===== src/rtl/division_check_multiplier.sv =====
// division_check_multiplier: sequential signed shift-add quotient*divisor+remainder with dividend match flag
module division_check_multiplier #(
    parameter int WIDTH = 16
) (
    input  logic                 clk,
    input  logic                 rst,
    input  logic                 start,
    input  logic [WIDTH-1:0]     quotient,
    input  logic [WIDTH-1:0]     divisor,
    input  logic [WIDTH-1:0]     remainder,
    input  logic [WIDTH-1:0]     dividend,
    output logic                 busy,
    output logic                 done,
    output logic [2*WIDTH-1:0]   result,
    output logic                 match
);
    localparam int CW = $clog2(WIDTH) + 1;
    typedef enum logic [1:0] {IDLE, MUL, FIX} state_t;
    state_t state, state_n;
    logic [2*WIDTH-1:0] mcand, acc, prod, sum;
    logic [WIDTH-1:0]   mplier, rem, dvd, abs_q, abs_d;
    logic [CW-1:0]      cnt;
    logic               neg;
    assign abs_q = quotient[WIDTH-1] ? -quotient : quotient;
    assign abs_d = divisor[WIDTH-1] ? -divisor : divisor;
    always_comb begin
        state_n = state;
        state_n = state == IDLE ? (start ? MUL : IDLE) :
                  state == MUL  ? (cnt == CW'(WIDTH - 1) ? FIX : MUL) : IDLE;
        prod = neg ? -acc : acc;
        sum  = prod + {{WIDTH{rem[WIDTH-1]}}, rem};
    end
    always_ff @(posedge clk) begin
        if (rst) state <= IDLE;
        else     state <= state_n;
    end
    always_ff @(posedge clk) begin
        if (rst) begin
            mcand  <= '0;
            mplier <= '0;
            acc    <= '0;
            cnt    <= '0;
            neg    <= 1'b0;
            rem    <= '0;
            dvd    <= '0;
            busy   <= 1'b0;
            done   <= 1'b0;
            result <= '0;
            match  <= 1'b0;
        end else begin
            done <= 1'b0;
            case (state)
                IDLE: if (start) begin
                    mcand  <= {{WIDTH{1'b0}}, abs_q};
                    mplier <= abs_d;
                    neg    <= quotient[WIDTH-1] ^ divisor[WIDTH-1];
                    rem    <= remainder;
                    dvd    <= dividend;
                    acc    <= '0;
                    cnt    <= '0;
                    busy   <= 1'b1;
                end
                MUL: begin
                    acc    <= mplier[0] ? acc + mcand : acc;
                    mcand  <= mcand << 1;
                    mplier <= mplier >> 1;
                    cnt    <= cnt + 1'b1;
                end
                FIX: begin
                    result <= sum;
                    match  <= sum == {{WIDTH{dvd[WIDTH-1]}}, dvd};
                    done   <= 1'b1;
                    busy   <= 1'b0;
                end
                default: ;
            endcase
        end
    end
endmodule


===== config.mk =====
export PLATFORM = sky130hd
export DESIGN_NAME = division_check_multiplier
export DESIGN_NICKNAME = d
export VERILOG_FILES = /design/src/rtl/division_check_multiplier.sv
export SDC_FILE = /design/constraint.sdc
export NUM_CORES = 1
export LEC_CHECK = 0
export ABC_AREA = 1
export CORE_MARGIN = 4
export CORE_UTILIZATION = 64
export DETAILED_ROUTE_END_ITERATION = 6
export PLACE_DENSITY = 0.85
export SLEW_MARGIN = 30
export SYNTH_ARGS = -nofsm -noshare
export SYNTH_HDL_FRONTEND = slang
export SYNTH_SLANG_ARGS = --single-unit
export TNS_END_PERCENT = 100

===== constraint.sdc =====
create_clock -name clk -period 9.1 [get_ports clk]
set_clock_uncertainty 0.15 [all_clocks]
set_input_delay 1.82 -clock clk [delete_from_list [all_inputs] [get_ports clk]]
set_output_delay 1.82 -clock clk [all_outputs]
set_load 0.02 [all_outputs]

Yosys cells after proc, flatten, opt, wreduce, memory -nomap -nowiden
Index checks and enable logic that the tools add are counted.

Flip-flop bits (word level): 155. Bits of input ports: 67. Output and inout bits: 35. Word-level logic and storage cells: 51.

Add/subtract/negate cells: 6. Equal/unequal tests: 6. Muxes and demuxes: 19. Bitwise logic cells: 1. Reduce and logical (&&, ||, !) cells: 7.

Operators with widths (number): $mux 32 (4); $pmux 32 s2 (2); $add 32x32->32 (2); $mux 16 (3); $eq 32x32->1 (1); $neg 16->16 (2); $neg 32->32 (1); $pmux 16 s2 (1); $pmux 5 s2 (1); $mux 2 (3); $reduce_and 2->1 (3); $add 5x1->5 const B (1); $eq 5x4->1 const B (1); $mux 5 (1); $ne 2x2->1 const B (2); $reduce_bool 2->1 (2); $mux 1 (3); $reduce_and 3->1 (1); $eq 2x1->1 const B (1); $eq 2x2->1 const B (1); $logic_not 2->1 (1); $pmux 1 s2 (1); $xor 1x1->1 (1).

Longest topological paths before layout
Word-level depth: 4. Depth in mapped cells: 29. Mapped depth without buffers: 29.

Least setup slack after synthesis
OpenSTA, ideal clock, no wires.

Path type: input port to flip-flop. Start point: input divisor[1]. End point: register mplier[14]. Library setup time: 0.074 ns. Data arrival time: 3.179 ns. Required time: 8.876 ns. Path slack: 5.696 ns. Stages on the path: 12. Path buffers: 0. Path through: inv_1 > ha_1 > inv_1 > nor3_1 > nand3_1 > nor3_1 > nor2_1 > nor2_2 > o21ai_0 > a21oi_1 > o21ai_1 > a31oi_1.

Word-level cells in the longest chain between the ends: 4.

Ends and longest elaborated chain: start: declaration (line 9) `input logic [WIDTH-1:0] divisor,`; $neg 16->16 (line 25) `assign abs_d = divisor[WIDTH-1] ? -divisor : divisor;`; $mux 16 (line 25); $mux 16 (line 53) `IDLE: if (start) begin`; $pmux 16 s2 (line 52) `case (state)`; end signal: assignment (line 55) `mplier <= abs_d;`; end signal: assignment (line 66) `mplier <= mplier >> 1;`; end: declaration (line 21) `logic [WIDTH-1:0] mplier, rem, dvd, abs_q, abs_d;`.

Every way passes these cells. The select of a mux whose other input is x is not followed. A chain may end at the register's enable or synchronous reset.

Worst setup path in the final report
Start point: register neg. End point: register match.

Word-level cells in the longest chain between the ends: 3.

Ends and longest elaborated chain: start: declaration (line 23) `logic neg;`; start signal: assignment (line 56) `neg <= quotient[WIDTH-1] ^ divisor[WIDTH-1];`; $mux 32 (line 30) `prod = neg ? -acc : acc;`; $add 32x32->32 (line 31) `sum = prod + {{WIDTH{rem[WIDTH-1]}}, rem};`; $eq 32x32->1 (line 71) `match <= sum == {{WIDTH{dvd[WIDTH-1]}}, dvd};`; end signal: assignment (line 71); end: declaration (line 15) `output logic match`.

Every way passes these cells.

==> metrics.txt <==
status finished with violations; failing checks design-rule violations; Mapped Nets ~2000; Setup Fix Bufs, Post-CTS 0; HPWL after DPL about 24 mm; GRT overflow 0; most area-hungry cell type in the Yosys netlist dfxtp_1; ys async rst share 0; worst r2r src neg; first-pass GRT wire length between 50 and 60 mm; most frequent cells in the layout nand2_1, inv_1, nor2_1; total global-route track usage 0.314; GP Congestion 0.978; CP Launch Type register; area of the die between 0.02 and 0.025 mm^2; Worst Setup End Kind register; Reg2Reg Setup Slack 4960 ps; top cells by area, synth dfxtp_1, nand2_1, inv_1; # hold bufs at CTS 0; largest net degree at the start of global routing 61; register area share after synthesis 0.268; Worst Hold Class reg -> reg; Worst VDD drop around 140 uV; YS warnings 0; critical path startpoint neg; PortBufs roughly 100; Root Buffer clkbuf_16; initial antenna violation count 0; H-tree Lvls 4; TNS Setup 0 ps; Area Growth Syn to Fin 15.3%; Die Y-Extent between 100 and 150 um; Setup-failing EPs final 0; CP arrival between 4000 and 5000 ps; vias per cell 5.64; final hold viol count 0; Tcrit/Tclk final 0.455; vias in the first global route ~12000; share of the synthesized area in the top cell type 0.268; Clock Latency Late Sink 440 ps; CTS Buf Count 17; CTS tree built; leading cell type in the layout, fill and taps excluded nand2_1; WS Path Type reg -> reg; DRC viols 1; Initial Util 0.661; Top FF cell, synth dfxtp_1; Row Count 48; Synth cell types 46; CP max FO 21; worst endpoint required time 9340 ps; # diodes 0; Leak a little over 6 nW; Routed Antenna Nets 0; worst rel slew slack 0.342; Cells after Synth between 1500 and 2000; hold path startpoint result[27]; CTS Sinks approximately 160; wire length per cell 14.5 um; max-cap viol count 0; share of cells above drive strength 1 0.0424; actual slew at the worst max-slew pin slightly below 1000 ps; Max Fclk 242 MHz; Seq cells post-synth 155; I/O pin cnt ~100; hold_ws slightly above 300 ps; drt pass-1 iters 7; # nets final between 2000 and 2500; Post-Syn Area ~0.012 mm^2; clk buf depth 2; RSZ-0062 raised after global routing false; EDFF count, synth 0; clk slew on worst S/H paths roughly 70 ps; DR vias ~12000; PD cells 132 mW/mm^2; Final Slew Violations 0; drt initial violations ~900; Syn Area/Cell approximately 6.1 um^2; core footprint approximately 0.018 mm^2; Final Critical Period 4140 ps; post-CTS sizing 0; final WL approximately 32 mm; die width between 100 and 150 um
-- power by group --
part	switching, W	total (W)	leakage, nW	internal, W
Clock	0.000315	0.000713	0.277	0.000399
Combinational	0.000203	0.000328	4.67	0.000125
Sequential	0.0000226	0.000727	1.26	0.000704
Total	0.000541	0.00177	6.21	0.00123
-- sequential cells by signal, indices dropped and copies added, names as in the netlist --
name    count
neg         1
rem        16
match       1
busy        1
acc        32
result     32
state       2
cnt         5
done        1
mplier     16
dvd        16
mcand      32
-- per-stage QoR --
step           instances  setup slack [ps]   util  area [um^2]  power, W
2_1_floorplan       1892              5700      -        11600  0.000957
3_3_place_gp        2173              4910  0.727        12800   0.00105
3_5_place_dp        2174              4910  0.729        12800   0.00106
6_report            2206              4960  0.762        13400   0.00177
4_1_cts             2206              5130  0.762        13400   0.00176
5_1_grt             2206              4730  0.762        13400   0.00184
-- logic make-up (layout without fill, tap and decap cells) --
group,count (synthesis),count (layout),share of synthesized area
fa+ha+maj,75,75,0.0823
simple gates,967,967,0.348
xor+xnor,45,45,0.0377
flops,155,155,0.268
compound gates,352,352,0.168
buf+inv,298,387,0.0969
-- area by class of cell --
class	instances	area, um^2
multi-input cells	1439	7390
clock buffers	20	457
clock inverters	12	125
flip-flops and latches	155	3100
repair buffers	108	1080
fillers	1459	4170
well taps	225	282
inverters	247	928
-- cell usage after synthesis (2+ instances only) --
cell type	instances
a21boi_0	2
a21o_1	8
a21oi_1	143
a22o_1	4
a22oi_1	2
a31oi_1	30
a32o_1	3
buf_1	5
buf_2	4
clkbuf_1	42
dfxtp_1	155
fa_1	2
ha_1	73
inv_1	246
nand2_1	578
nand2_2	2
nand3_1	127
nand3_2	3
nand3b_1	9
nand4_1	17
nor2_1	178
nor2_2	3
nor2_4	2
nor3_1	20
nor3_2	6
nor4_1	4
o2111ai_1	2
o211ai_1	8
o21a_1	3
o21ai_0	125
o21ai_1	5
o21ai_2	3
o21bai_1	7
or2_2	18
xnor2_1	17
xnor3_1	2
xor2_1	25
-- layer usage --
| metal | GRT usage | routed length, um | vias up |
|---|---|---|---|
| li1 | - | - | 6314 |
| met1 | 0.400 | 14000 | 5599 |
| met2 | 0.541 | 14900 | 449 |
| met3 | 0.0444 | 2140 | 80 |
| met4 | 0.118 | 899 | 0 |
| met5 | 0 | 0 | - |
-- critical path: stages, from the launching register on --
cell and delay (ps):
dfxtp_1 810, inv_1 460, a41oi_1 360, xor2_1 200, ha_1 330, nand2_1 200
inv_1 80, nand2_1 70, nand2_1 80, inv_1 60, nand3_1 240, inv_1 170
nand2_1 70, nand2_1 90, nor2_1 40, nor2_1 150, nand4_1 100, nor3_1 230
nand3_1 120, nand2_1 70
-- final timing paths --
kind,to,cells after the start
min,result[27],2
max reg2reg,match,19
min reg2reg,result[27],2
max,match,19
No activity file was read; power rests on OpenSTA's default activity.
